`src/rtl/ddr3_dqsw_write_leveling_ctrl.sv`:
```
// Write-leveling sweep controller for one DDR3 lane's DQSW training IOD.
// Optional define DQSW_EYE_FLAG_CAPTURE_EN adds eye-monitor flag capture on the result tap.
module ddr3_dqsw_write_leveling_ctrl #(
   parameter int TAP_W         = 8,
   parameter int MAX_TAPS      = 128,
   parameter int SETTLE_CYCLES = 16,
   parameter int SAMPLES       = 8
) (
   input  logic             FAB_CLK,
   input  logic             RESET_N,
   input  logic             START,
   output logic             BUSY,
   output logic             DONE,
   output logic             ERROR,
   output logic [TAP_W-1:0] TAP_COUNT,
   output logic             DELAY_LINE_LOAD,
   output logic             DELAY_LINE_MOVE,
   output logic             DELAY_LINE_DIRECTION,
   output logic             EYE_MONITOR_CLEAR_FLAGS,
`ifdef DQSW_EYE_FLAG_CAPTURE_EN
   input  logic             EYE_MONITOR_EARLY,
   input  logic             EYE_MONITOR_LATE,
   output logic [1:0]       EYE_FLAGS,
`endif
   input  logic             DELAY_LINE_OUT_OF_RANGE,
   input  logic [1:0]       RX_DATA
);

   localparam int CNT_MAX = (SETTLE_CYCLES > SAMPLES) ? SETTLE_CYCLES : SAMPLES;
   localparam int CNT_W   = $clog2(CNT_MAX + 1);
   localparam int ONES_W  = $clog2(SAMPLES + 1);

   typedef enum logic [2:0] {
      S_IDLE, S_LOAD, S_SETTLE, S_SAMPLE, S_DECIDE, S_STEP, S_DONE, S_FAIL
   } state_t;

   state_t            state;
   logic [CNT_W-1:0]  cnt;
   logic [ONES_W-1:0] ones;
   logic [TAP_W-1:0]  tap;
   logic              seen_zero;
   logic              maj;
   logic              tap_last;
   logic              rx_hit;

   // Strict majority: a tie counts as a 0 vote.
   assign maj      = ({ones, 1'b0} > (ONES_W+1)'(SAMPLES));
   assign tap_last = (tap == TAP_W'(MAX_TAPS - 1));
   assign rx_hit   = (RX_DATA == 2'b11);

   always_ff @(posedge FAB_CLK) begin
      if (!RESET_N) begin
         state                   <= S_IDLE;
         cnt                     <= '0;
         ones                    <= '0;
         tap                     <= '0;
         seen_zero               <= 1'b0;
         BUSY                    <= 1'b0;
         DONE                    <= 1'b0;
         ERROR                   <= 1'b0;
         TAP_COUNT               <= '0;
         DELAY_LINE_LOAD         <= 1'b0;
         DELAY_LINE_MOVE         <= 1'b0;
         DELAY_LINE_DIRECTION    <= 1'b0;
         EYE_MONITOR_CLEAR_FLAGS <= 1'b0;
`ifdef DQSW_EYE_FLAG_CAPTURE_EN
         EYE_FLAGS               <= 2'b00;
`endif
      end else begin
         DELAY_LINE_LOAD         <= 1'b0;
         DELAY_LINE_MOVE         <= 1'b0;
         DELAY_LINE_DIRECTION    <= 1'b0;
         EYE_MONITOR_CLEAR_FLAGS <= 1'b0;
         case (state)
            S_IDLE, S_DONE, S_FAIL: begin
               if (START) begin
                  state                   <= S_LOAD;
                  BUSY                    <= 1'b1;
                  DONE                    <= 1'b0;
                  ERROR                   <= 1'b0;
                  tap                     <= '0;
                  TAP_COUNT               <= '0;
                  seen_zero               <= 1'b0;
                  DELAY_LINE_LOAD         <= 1'b1;
                  EYE_MONITOR_CLEAR_FLAGS <= 1'b1;
`ifdef DQSW_EYE_FLAG_CAPTURE_EN
                  EYE_FLAGS               <= 2'b00;
`endif
               end
            end
            S_LOAD, S_STEP: begin
               if (state == S_STEP) begin
                  tap       <= tap + TAP_W'(1);
                  TAP_COUNT <= tap + TAP_W'(1);
               end
               cnt   <= '0;
               state <= S_SETTLE;
            end
            S_SETTLE: begin
               if (DELAY_LINE_OUT_OF_RANGE) begin
                  state     <= S_FAIL;
                  BUSY      <= 1'b0;
                  ERROR     <= 1'b1;
                  TAP_COUNT <= tap;
               end else if (cnt == CNT_W'(SETTLE_CYCLES - 1)) begin
                  state <= S_SAMPLE;
                  cnt   <= '0;
                  ones  <= '0;
               end else begin
                  cnt <= cnt + CNT_W'(1);
               end
            end
            S_SAMPLE: begin
               ones <= ones + ONES_W'(rx_hit);
`ifdef DQSW_EYE_FLAG_CAPTURE_EN
               EYE_FLAGS <= EYE_FLAGS | {EYE_MONITOR_LATE, EYE_MONITOR_EARLY};
`endif
               if (cnt == CNT_W'(SAMPLES - 1)) begin
                  state <= S_DECIDE;
                  cnt   <= '0;
               end else begin
                  cnt <= cnt + CNT_W'(1);
               end
            end
            S_DECIDE: begin
               if (maj && seen_zero) begin
                  state     <= S_DONE;
                  BUSY      <= 1'b0;
                  DONE      <= 1'b1;
                  TAP_COUNT <= tap;
               end else begin
                  if (!maj) seen_zero <= 1'b1;
                  if (tap_last) begin
                     state     <= S_FAIL;
                     BUSY      <= 1'b0;
                     ERROR     <= 1'b1;
                     TAP_COUNT <= tap;
                  end else begin
                     state                   <= S_STEP;
                     DELAY_LINE_MOVE         <= 1'b1;
                     DELAY_LINE_DIRECTION    <= 1'b1;
                     EYE_MONITOR_CLEAR_FLAGS <= 1'b1;
`ifdef DQSW_EYE_FLAG_CAPTURE_EN
                     EYE_FLAGS               <= 2'b00;
`endif
                  end
               end
            end
            default: state <= S_IDLE;
         endcase
      end
   end

endmodule

```
`config.mk`:
```
export PLATFORM = sky130hd
export DESIGN_NAME = ddr3_dqsw_write_leveling_ctrl
export DESIGN_NICKNAME = d
export VERILOG_FILES = /design/src/rtl/ddr3_dqsw_write_leveling_ctrl.sv
export SDC_FILE = /design/constraint.sdc
export NUM_CORES = 1
export LEC_CHECK = 0
export ABC_AREA = 1
export CORE_ASPECT_RATIO = 2
export CORE_MARGIN = 2
export CORE_UTILIZATION = 55
export DETAILED_ROUTE_END_ITERATION = 16
export GPL_TIMING_DRIVEN = 0
export PLACE_DENSITY = 0.82
export SLEW_MARGIN = 0
export SYNTH_ARGS = -nofsm -noshare
export SYNTH_HDL_FRONTEND = slang
export SYNTH_SLANG_ARGS = --single-unit
```
`constraint.sdc`:
```
create_clock -name FAB_CLK -period 2.4 [get_ports FAB_CLK]
set_clock_uncertainty 0.2 [all_clocks]
set_input_delay 0.24 -clock FAB_CLK [delete_from_list [all_inputs] [get_ports FAB_CLK]]
set_output_delay 0.24 -clock FAB_CLK [all_outputs]
set_load 0.01 [all_outputs]
```
Word-level counts from Yosys, hierarchy flattened
Cells that the tools add are included.
W data, S select, Z words.
{ "op_classes": {"addsub": 3, "n_reduce_logical": 21, "order_cmp": 1, "mux": 40, "eq_ne": 23} }
{ "op_table": {"columns": ["operator", "n"], "rows": [
  ["$mux W8", 5],
  ["$pmux W8 S4", 1],
  ["$ne A2 B2 Y1 const B", 10],
  ["$pmux W8 S2", 1],
  ["$mux W5", 3],
  ["$pmux W3 S5", 1],
  ["$pmux W5 S3", 1],
  ["$mux W1", 14],
  ["$eq A3 B3 Y1 const B", 4],
  ["$mux W3", 4],
  ["$reduce_and A3 Y1", 4],
  ["$reduce_and A5 Y1", 2],
  ["$add A8 B1 Y8 const B", 1],
  ["$eq A8 B7 Y1 const B", 1],
  ["$mux W4", 2],
  ["$pmux W4 S2", 1],
  ["$reduce_and A4 Y1", 2],
  ["$eq A3 B2 Y1 const B", 2],
  ["$ne A3 B3 Y1 const B", 2],
  ["$pmux W1 S2", 3],
  ["$pmux W1 S3", 2],
  ["$reduce_and A2 Y1", 3],
  ["$reduce_bool A2 Y1", 3],
  ["$reduce_bool A3 Y1", 2],
  ["other kinds (13)", 14]
]} }
{ "totals": {"reg_bits": 35, "inputBits": 6, "output_inout_bits": 15, "elab_cells": 100} }

Logic depth before layout (Yosys ltp)
{ "logic_depth": {"depth_word": 4, "mapped_depth": 10, "depth_no_buf": 10} }

Worst setup path before layout
Ideal clock, no wire load.
{ "synth_timing": {"path_type": "reg-to-reg", "from": "register cnt[0]", "to": "register state[2]", "t_arrival_ns": 1.343, "path_buffers": 0, "setup_ns": 0.118, "stages_incl_launch_ff": 11, "slack_ns": 0.739, "t_required_ns": 2.082, "period_less_slack_ns": 1.661, "cell_sequence": "dfxtp_1 > ha_1 > nand2_1 > nor2_1 > ha_1 > nor2_1 > nand2_1 > nand3_2 > inv_1 > o21ai_1 > nor2_1"} }
{ "synth_via": {"elab_chain_len": 3, "elab_cells_between_ends": 5, "classes_between": "eq/ne (4); reduce/logical (1)"} }
{ "synth_rtl": {"columns": ["item", "line", "rtl"], "rows": [
  ["start, declared", "38", "logic [CNT_W-1:0] cnt;"],
  ["start signal, assigned", "110", "cnt <= cnt + CNT_W'(1);"],
  ["start signal, assigned", "122", "cnt <= cnt + CNT_W'(1);"],
  ["$eq A5 B4 Y1 / $eq A5 B3 Y1 (equally long branches)", "105, 118", null],
  ["$ne A3 B3 Y1 (no source line) / $ne A2 B2 Y1 (equally long branches)", null, null],
  ["$reduce_and A3 Y1 (no source line) (*)", null, null],
  ["end signal, assigned", "101", "state <= S_FAIL;"],
  ["end signal, assigned", "106", "state <= S_SAMPLE;"],
  ["end signal, assigned", "119", "state <= S_DECIDE;"],
  ["end, declared", "37", "state_t state;"]
]} }
Mark *: on every way between the ends. The rest lies on a longest branch, timed or not.
A chain may end at the register's enable or synchronous reset.

Final worst setup path
{ "layout_timing": {"from": "register tap[0]", "to": "register TAP_COUNT[2]"} }
{ "layout_via": {"elab_chain_len": 3, "elab_cells_between_ends": 6, "classes_between": "add/sub (1); eq/ne (2); mux (2); reduce/logical (1)"} }
{ "layout_rtl": {"columns": ["item", "line", "rtl"], "rows": [
  ["start, declared", "40", "logic [TAP_W-1:0] tap;"],
  ["start signal, assigned", "93", "tap <= tap + TAP_W'(1);"],
  ["$add A8 B1 Y8 / $eq A8 B7 Y1 (equally long branches)", "94, 48", null],
  ["$mux W8 / $ne A3 B3 Y1 (equally long branches)", null, null],
  ["$pmux W8 S4 / $reduce_and A5 Y1 (equally long branches)", null, null],
  ["end signal, assigned", "94", "TAP_COUNT <= tap + TAP_W'(1);"],
  ["end signal, assigned", "104", "TAP_COUNT <= tap;"],
  ["end signal, assigned", "130", "TAP_COUNT <= tap;"],
  ["end, declared", "15", "output logic [TAP_W-1:0] TAP_COUNT,"]
]} }
Several ways; a longest one is shown, not always the timed one. The select of a mux whose other input is x is not followed.

==> results by group <==
Floorplanning
  • Core Box Area: approximately 3300 um2
  • Num rows: 30
  • Die H: slightly below 90 um
  • Die area: 3970 um2
  • Die Width: 45.6 um
  • Initial core utilization: between 50% and 60%
  • Num ports: 21

STA
  • Max Slew Vio Count: 0
  • Setup Viol. Count Final: 0
  • Unrepaired setup endpoints after global routing: no
  • Max Fclk: slightly above 500 MHz
  • Slew Limit Headroom: 68.7%
  • Tmin final: between 1.5 and 2 ns
  • Final setup TNS: 0 ns
  • Fin crit share: about four fifths
  • Final hold slack: between 0.2 and 0.3 ns
  • Worst slew pin tran: 0.470 ns
  • Setup WS post-layout: between 0.4 and 0.5 ns
  • Final hold violation count: 0

CTS
  • CTS Sinks: 35
  • Setup Fix Bufs, Post-CTS: 0
  • Clock Pin Slew Worst Setup and Hold Paths: ~0.070 ns
  • Post-CTS resize count: 0
  • Worst-Skew Late Latency: a little under 0.3 ns
  • CTS H-tree depth: 2
  • CTS Hold Bufs: 0
  • CTS buffer count: 5
  • Clock Tree Root: clkbuf_8
  • Worst-case clock buffer depth: 2
  • TritonCTS clock tree: done

GRT
  • Vias in the first global route: around 1,700
  • Antenna violations before repair: 0
  • Largest net degree at the start of global routing: 12
  • Grt met3 use: between 4 and 5%
  • Met1 GRT Util: a little under a quarter
  • Overflow left after global routing: 0
  • First-pass GRT wire length: 7.25 mm
  • Busiest layer in global routing: met2
  • Met2 GRT Util: 46.1%
  • Tot GR Track Use: between 20% and 30%

Place
  • Number of I/O port buffers: 20
  • Pre-CTS setup slack: 0.470 ns
  • Final HPWL DP: 3.31 mm
  • Final Wtd Congestion: around 0.93

Route
  • # DRC: 0
  • Detail Route Antenna Nets: 0
  • Vias: about 1,900
  • WL per Instance: ~12 um
  • First-pass DRT Iterations: 4
  • Routed WL: around 4.4 mm
  • Drt via density: 5.38
  • Initial DRC count: a little over 50

Setup path
  • Worst Setup EP: TAP_COUNT[2]$_SDFFE_PN0P_
  • CP max-delay cell: dfxtp_1
  • CP Capture Type: flop
  • Crit Path Max Fanout: 6
  • Crit path cell chain: ha_1 -> nand2_1 -> nor2_2 -> nand2_1 -> nand3_2 -> inv_1 -> nor2_2 -> nand2_1 -> nand2_1 -> nor2_1
  • WS Path Type: flop to flop
  • Worst R2R Path Depth: 10
  • RR Startpoint: tap[0]$_SDFFE_PN0P_
  • Critical path origin: tap[0]$_SDFFE_PN0P_
  • Most used cell, CP: nand2_1
  • CP Data Required Time: 2.39 ns
  • Crit path launch type: flop
  • FF-to-FF End: TAP_COUNT[2]$_SDFFE_PN0P_
  • Critical Path AT: 1.95 ns
  • Flop-to-flop setup slack: between 0.4 and 0.5 ns
  • Max incr delay on CP: between 0.4 and 0.5 ns

Synth
  • Cells after synthesis: between 200 and 300
  • Yosys reg bits: 35
  • Avg Cell Area, Syn: 6.53 um2
  • Yosys warns: 0
  • Yosys cell types: 27
  • Syn nets: 303
  • Syn Std Cell Area: 1900 um2
  • Register area share after synthesis: between 30% and 40%

Run
  • Max cap viols: 0

Worst hold path
  • Hold Path Class: flop to flop

Final layout
  • Fillers: approximately 290
  • # diodes: 0
  • Nets: 330
  • Layout overhead on the synthesized area: 18.1%
  • Layout cell share with drive strength beyond 1: 9.09%

Power
  • Peak VDD IR: ~0.67 mV
  • Total power: slightly above 0.003 W
  • Leak Pwr: 1.06 nW
  • Pwr dens: roughly 1400 nW/um2

Outcome
  • Outcome: complete, no violations
-- report_power, final --
| part | internal, W | switching [W] | total, W |
|---|---|---|---|
| clock | 0.000261 | 0.000219 | 0.000480 |
| sequential | 0.000795 | 0.000183 | 0.000978 |
| combinational | 0.000609 | 0.000986 | 0.00159 |
-- through the flow --
stage / utilization, % / cells / cell area (um2)
4_1_cts: 67.2 / 351 / 2240
3_3_place_gp: 64.1 / 343 / 2140
6_report: 67.2 / 351 / 2240
5_1_grt: 67.2 / 351 / 2240
2_1_floorplan: - / 291 / 1900
3_5_place_dp: 64.1 / 343 / 2140
-- critical path: cells and delay by family, from the launching register on --
family,cells,cell delay [ns]
and+or+nand+nor,8,0.98
DFF,1,0.42
adders and majority gates,1,0.20
buffers and inverters,1,0.07
-- cell families (layout without fill, tap and decap cells) --
| logic type | after synthesis | in the layout | share of synthesized area (%) |
|---|---|---|---|
| xor+xnor | 1 | 1 | 0.461 |
| flops | 35 | 35 | 36.9 |
| fa+ha+maj | 6 | 6 | 3.95 |
| buf+inv | 47 | 75 | 9.94 |
| compound gates | 48 | 48 | 13.7 |
| simple gates | 154 | 154 | 35.1 |
-- flip-flops by register name (all words and copies together), names as in the netlist --
name / count
TAP_COUNT: 8
tap: 8
cnt: 5
ones: 4
state: 3
BUSY: 1
DELAY_LINE_DIRECTION: 1
DELAY_LINE_LOAD: 1
DONE: 1
ERROR: 1
EYE_MONITOR_CLEAR_FLAGS: 1
seen_zero: 1
-- final cells by class --
cell class	count	area, um2	share of cell area, %
clock inverters	1	7.51	0.334
repair buffers	20	200	8.92
multi-input cells	209	1010	45.0
clock buffers	7	96.3	4.29
plain buffers	6	35.0	1.56
flip-flops and latches	35	701	31.2
inverters	41	154	6.86
well taps	32	40.0	1.78
-- cell usage after synthesis (all sizes together) --
| cell | instances | share of area [%] |
|---|---|---|
| a21oi | 25 | 6.6 |
| xor2 | 1 | 0.46 |
| a211oi | 1 | 0.40 |
| ha | 6 | 3.9 |
| nor3 | 2 | 0.53 |
| o21ai | 19 | 5.6 |
| nand3 | 17 | 5.5 |
| nand2 | 84 | 17 |
| a31oi | 1 | 0.33 |
| clkbuf | 2 | 0.40 |
| o211ai | 1 | 0.40 |
| inv | 41 | 8.1 |
| nor2 | 47 | 11 |
| nand4 | 4 | 1.3 |
| buf | 4 | 1.4 |
| dfxtp | 35 | 37 |
| a22oi | 1 | 0.40 |
-- how the worst min path moves through the flow --
| stage | end | from | depth (start not counted) | slack (ns) |
|---|---|---|---|---|
| after detailed placement | ERROR$_SDFFE_PN0P_ | ERROR$_SDFFE_PN0P_ | 2 | 0.25 |
| after global placement | ERROR$_SDFFE_PN0P_ | ERROR$_SDFFE_PN0P_ | 2 | 0.24 |
| after global routing | ERROR$_SDFFE_PN0P_ | ERROR$_SDFFE_PN0P_ | 2 | 0.28 |
| after CTS | ERROR$_SDFFE_PN0P_ | ERROR$_SDFFE_PN0P_ | 2 | 0.26 |
| final | ERROR$_SDFFE_PN0P_ | ERROR$_SDFFE_PN0P_ | 2 | 0.25 |
| after floorplan | DELAY_LINE_LOAD$_SDFF_PN0_ | START | 2 | 0.20 |
-- routing by layer --
metal  vias up  share of wire (%)
li1        974                  -
met1       855                 37
met2        43                 56
met3        18                2.5
met4         0                4.6
met5         -                  0
-- placed cells by master, fill, tap and decap left out, drive strengths merged --
cell type | synthesis | routed
clkbuf | 2 | 9
a211oi | 1 | 1
nand2 | 84 | 84
o211ai | 1 | 1
a21oi | 25 | 25
ha | 6 | 6
o21ai | 19 | 19
inv | 41 | 41
buf | 4 | 4
clkinvlp | 0 | 1
xor2 | 1 | 1
nand3 | 17 | 17
clkdlybuf4s50 | 0 | 20
nand4 | 4 | 4
a31oi | 1 | 1
dfxtp | 35 | 35
nor3 | 2 | 2
nor2 | 47 | 47
a22oi | 1 | 1
(Power assumes the default switching activity.)
